**config.mk**
```make
export PLATFORM = sky130hd
export DESIGN_NAME = serial_word_collector
export DESIGN_NICKNAME = d
export VERILOG_FILES = /design/src/rtl/serial_word_collector.sv
export SDC_FILE = /design/constraint.sdc
export NUM_CORES = 1
export LEC_CHECK = 0
export ABC_AREA = 1
export CAP_MARGIN = 40
export CORE_ASPECT_RATIO = 1.4
export CORE_MARGIN = 5
export CORE_UTILIZATION = 52
export DETAILED_ROUTE_END_ITERATION = 16
export PLACE_DENSITY = 0.82
export REMOVE_ABC_BUFFERS = 1
export SLEW_MARGIN = 20
export SYNTH_ARGS = -nofsm -noshare
export SYNTH_HDL_FRONTEND = slang
export SYNTH_SLANG_ARGS = --single-unit
```
**constraint.sdc**
```tcl
create_clock -name clk -period 2.05 [get_ports clk]
set_clock_uncertainty 0.1 [all_clocks]
set_input_delay 0.5125 -clock clk [delete_from_list [all_inputs] [get_ports clk]]
set_output_delay 0.5125 -clock clk [all_outputs]
set_load 0.02 [all_outputs]
```
**src/rtl/serial_word_collector.sv**
```systemverilog
// serial_word_collector: MSB-first serial-to-parallel word assembler with a
// valid/ready output register and a sticky overrun flag for dropped words.
module serial_word_collector #(
  parameter int WIDTH = 8,
  parameter int CNT_W = 5
) (
  input  logic             clk,
  input  logic             rst_n,
  input  logic             en,
  input  logic             d,
  input  logic             clr,
  output logic [WIDTH-1:0] out_data,
  output logic             out_valid,
  input  logic             out_ready,
  output logic [CNT_W-1:0] bit_count,
  output logic             overrun
);
  typedef enum logic {EMPTY, FULL} state_t;
  state_t state_q, state_d;
  logic [WIDTH-1:0] shift_q, shift_d, data_q, data_d, word;
  logic [CNT_W-1:0] cnt_q, cnt_d;
  logic overrun_q, overrun_d, complete, load;
  assign word     = {shift_q[WIDTH-2:0], d};
  assign complete = en && !clr && cnt_q == CNT_W'(WIDTH-1);
  // A finished word is taken only if the output slot is empty or being drained on this edge.
  assign load     = complete && (state_q == EMPTY || out_ready);
  always_ff @(posedge clk or negedge rst_n) begin
    if (!rst_n) begin
      state_q   <= EMPTY;
      shift_q   <= '0;
      cnt_q     <= '0;
      data_q    <= '0;
      overrun_q <= 1'b0;
    end else begin
      state_q   <= state_d;
      shift_q   <= shift_d;
      cnt_q     <= cnt_d;
      data_q    <= data_d;
      overrun_q <= overrun_d;
    end
  end
  always_comb begin
    state_d = state_q;
    if (state_q == EMPTY) state_d = complete ? FULL : EMPTY;
    else                  state_d = (complete || !out_ready) ? FULL : EMPTY;
  end
  always_comb begin
    shift_d   = clr ? '0 : en ? word : shift_q;
    cnt_d     = clr ? '0 : !en ? cnt_q : complete ? '0 : cnt_q + CNT_W'(1);
    data_d    = load ? word : data_q;
    overrun_d = overrun_q || (complete && !load);
  end
  always_comb begin
    out_valid = state_q == FULL;
    out_data  = data_q;
    bit_count = cnt_q;
    overrun   = overrun_q;
  end
endmodule

```
After elaboration in Yosys (flattened, before gate mapping)
Cells that the tools add are included.

storage, ports and cells
  bits in registers = 22
  input port bits = 6
  output and inout bits = 15
  logic and storage cells = 27

operators by class
  $add $sub $neg = 1
  equal/unequal tests = 1
  mux-type cells = 8
  bitwise gates (word level) = 1
  reductions and logical operators = 11

operator list
  operator                                              count
  2-to-1 mux 5 bit                                      3
  2-to-1 mux 7 bit                                      2
  adder 5 x 1 -> 5 bit (second input constant)          1
  equality test 5 x 3 -> 1 bit (second input constant)  1
  logical AND 1 bit                                     4
  zero test 1 bit                                       3
  logical OR 1 bit                                      3
  2-to-1 mux 1 bit                                      3
  nonzero test 2 bit                                    1
  NOT 1 bit                                             1

Longest topological paths before layout
Gate-level depths: netlist of the first run.

  word-level depth = 7
  mapped depth = 6

Worst setup path before layout of the first run
OpenSTA, ideal clock, no wires.

  path type = register to register
  from = register cnt_q[0] (netlist: bit_count[0])
  to = register data_q[0] (netlist: out_data[0])
  arrival = 1.259 ns
  data required time = 1.833 ns
  setup slack = 0.574 ns
  cell stages (with the launch flop) = 7
  path buffers = 0
  cell sequence = dfrtp_1 -> ha_1 -> nand2_2 -> nor2_4 -> nand3_4 -> nand2_1 -> nand2_1

on the way
  longest elaborated chain between the ends = 3

RTL lines
  item                          line  RTL
  start: declaration            21    logic [CNT_W-1:0] cnt_q, cnt_d;
  start signal: assignment      37    cnt_q <= cnt_d;
  equality test 5 x 3 -> 1 bit  24    assign complete = en && !clr && cnt_q == CNT_W'(WIDTH-1);
  logical AND 1 bit             24
  logical AND 1 bit             26    assign load = complete && (state_q == EMPTY || out_ready);
  end signal: assignment        38    data_q <= data_d;
  end: declaration              20    logic [WIDTH-1:0] shift_q, shift_d, data_q, data_d, word;

Every way passes these cells.
A chain may end at the register's enable or synchronous reset.

Worst setup path in the final report of the first run
  from = register cnt_q[0] (netlist: bit_count[0])
  to = output port bit_count[0]

RTL lines
  item              line  RTL
  end: declaration  15    output logic [CNT_W-1:0] bit_count,

No word-level cell between the ends.

==> results of run 1 <==
## layer usage
| metal | share of wire (%) | up-vias | global-route usage [%] | wire length (µm) |
|---|---|---|---|---|
| li1 | - | 392 | - | - |
| met2 | 50 | 19 | 22.4 | 917 |
| met3 | 3.9 | 4 | 1.78 | 72 |
| met5 | 0 | - | 0 | 0 |
| met4 | 1.9 | 0 | 8.54 | 34 |
| met1 | 44 | 368 | 18.8 | 805 |
## logic make-up (layout without fill, tap and decap cells)
kind of cell	count (synthesis)	in the layout	synth area share, %
AND/OR/NAND/NOR	51	51	26.0
AO/OA/AOI/OAI	13	13	7.99
flip-flops	22	22	57.6
buffers and inverters	16	41	7.07
adder cells (fa/ha/maj)	1	1	1.31
## registers in the layout (all words and copies together), names as in the netlist
signal and count:
out_data 8, shift_q 7, bit_count 5, out_valid 1
overrun 1
## cell type report
cell class                 instances  area share [%]
clock buffer                       3            1.84
inverter                          14            4.29
multi-input combinational         65            27.6
sequential                        22            45.0
tap                               20            2.04
timing repair buffer              24            19.2
## path summary, 6_finish.rpt
kind	startpoint	endpoint	slack (ns)	cells after the start
setup / recovery	bit_count[0]	bit_count[0]	0.05	1
hold / removal	out_data[2]	out_data[2]	0.38	2
setup reg to reg	bit_count[0]	out_data[1]	0.57	6
hold reg to reg	out_data[2]	out_data[2]	0.38	2
max in group asynchronous	rst_n	shift_q[5]	1.20	2
min in group asynchronous	rst_n	bit_count[4]	0.44	2
## worst min-delay path, stage by stage (launching register included)
cell and delay (ns):
dfrtp_1 0.36, nand2_1 0.05, nand2_1 0.05
## layout by cell type, fill, tap and decap left out
cell type	Yosys	final
nand2_2	1	1
nand4_1	9	9
dfrtp_1	22	22
dlymetal6s2s_1	0	2
clkdlybuf4s50_1	0	18
clkbuf_4	0	3
nand2_1	31	31
a211oi_1	1	1
nand3_4	1	1
nand3_1	3	3
nor2_1	4	4
nor2_4	2	2
a21oi_1	2	2
inv_2	1	1
inv_1	13	13
o22ai_1	5	5
o21ai_0	4	4
o21bai_1	1	1
ha_1	1	1
buf_4	0	4
## power by group through the flow
| stage | Sequential [mW] | Clock, mW | Combinational (mW) |
|---|---|---|---|
| after floorplan | 0.457 | 0 | 0.0180 |
| after global placement | 0.454 | 0 | 0.0570 |
| after detailed placement | 0.454 | 0 | 0.0586 |
| after CTS | 0.446 | 0.197 | 0.0588 |
| after global routing | 0.447 | 0.217 | 0.0642 |
| final | 0.446 | 0.194 | 0.0579 |
==> results.py, run 1 <==
metrics = {
    "status": {
        "outcome": "completed",
    },
    "clock_tree": {
        "cts.repair.resized": 0,
        "cts.path.max_buffers": 2,
        "cts.htree.levels": 1,
        "cts_tree": "built",
        "holdBufCountCts": 0,
        "cts_sinks": 22,
        "path_clk_slew_ns": 0.11,
        "cts_setup_buffers": 0,
        "cts_buffers": 3,
        "cts_root_buffer": "clkbuf_4",
        "clk_latency_ns": 0.31,
    },
    "worst_setup_path": {
        "crit_slowest_cell": "clkdlybuf4s50_1",
        "end_kind": "output port",
        "critPathArrivalTime_ns": 1.39,
        "crit_type": "reg2out",
        "required_ns": 1.44,
        "crit_family": "buffers and inverters",
        "cp_max_fo": 6,
        "crit_chain": "clkdlybuf4s50_1",
        "critPathBufInv": 1,
        "start_kind": "flip-flop",
        "slowest_delay_ns": 0.64,
    },
    "power_and_ir_drop": {
        "p_clk_share_pct": 27.8,
        "seq_power_share_pct": 63.9,
        "pwr-share-comb_pct": 8.3,
        "pwr_density_cell_mw_per_mm2": 570,
        "p_leak_nw": 0.625,
        "p_sw_share_pct": 23.7,
        "p_total_mw": 0.698,
        "vdd_drop_max_uv": 508,
        "p_int_mw": 0.533,
        "p_sw_mw": 0.165,
    },
    "logic_synthesis": {
        "yosysTopAreaCellShare_pct": 57.6,
        "synthMostInstantiatedCell": "nand2_1",
        "synth_edf_count": 0,
        "synthCells": 103,
        "seq_area_frac_synth_pct": 57.6,
        "ys_seq_elements": 22,
        "yosysWarnings": 0,
        "ys_types": 18,
        "synthFlopType": "dfrtp_1",
        "yosys.area.top_type": "dfrtp_1",
        "synthTopCellsByCount": "nand2_1 (31), dfrtp_1 (22), inv_1 (13), nand4_1 (9), o22ai_1 (5)",
        "async_reset_ff_share_pct": 100,
        "yosys-top-cells-area": "dfrtp_1 (58%), nand2_1 (12%), nand4_1 (5.9%)",
        "netlist_area_um2": 956,
        "syn_area_per_cell_um2": 9.28,
    },
    "final_layout": {
        "multi_input_area_um2": 338,
        "drive_above_1_share_pct": 9.38,
        "ff_latch_area_um2": 551,
        "fin_nets": 137,
        "fin_area_mm2": 0.00122,
        "syn_to_final_growth_pct": 28.0,
        "nFillCells": 142,
        "instances_no_fill": 148,
        "antenna_cells": 0,
        "utilization_pct": 69.7,
    },
    "placed_design": {
        "placed_cell_area_mm2": 0.00120,
        "io_buffer_count": 20,
        "placed_cells": 145,
        "gp_congestion": 0.805,
        "dp_slack_ns": 0.181,
        "dpl.hpwl_mm": 1.38,
    },
    "sta": {
        "finalSetupViolCount": 0,
        "worst_pin_slew_ns": 0.326,
        "fin_crit_ns": 2.00,
        "slew_headroom_pct": 78.2,
        "rsz0062_at_grt": "false",
        "min_period_over_period_pct": 97.5,
        "finalSetupTns_ns": 0,
        "fmax_ghz": 0.500,
        "hold_viol": 0,
        "setup_ws_ns": 0.0508,
        "hold_ws_ns": 0.385,
        "slew_viol_final": 0,
    },
    "global_routing": {
        "antenna_found_initial": 0,
        "grt_start_max_net_pins": 23,
        "overflow": 0,
        "grt_first_pass_wirelength_mm": 2.93,
        "grt_pass1_vias": 699,
        "grtUsageTotal_pct": 14.4,
    },
    "routing": {
        "drc": 0,
        "drtAntennaViolNets": 0,
        "routedWlPerCell_um": 12.4,
        "vias_per_cell": 5.29,
        "drt_iter0_drc": 21,
        "first_pass_iters": 4,
        "vias": 783,
        "drt-total-wl_mm": 1.83,
    },
    "die": {
        "dieArea_mm2": 0.00281,
        "die_x_um": 46.2,
        "core_mm2": 0.00176,
        "die_y_um": 60.7,
        "io_pins": 21,
        "rows": 18,
        "start_util_pct": 54.4,
    },
    "worst_hold_path": {
        "hold_path_class": "reg2reg",
    },
    "flow_run": {
        "maxCapViolCount": 0,
    },
}
(Power assumes the default switching activity.)
==> run 2, diff against run 1 <==
- TNS_END_PERCENT: unset -> 10
==> results of run 2 <==
The final DEF is identical to that of run 1; final timing and power are the same.
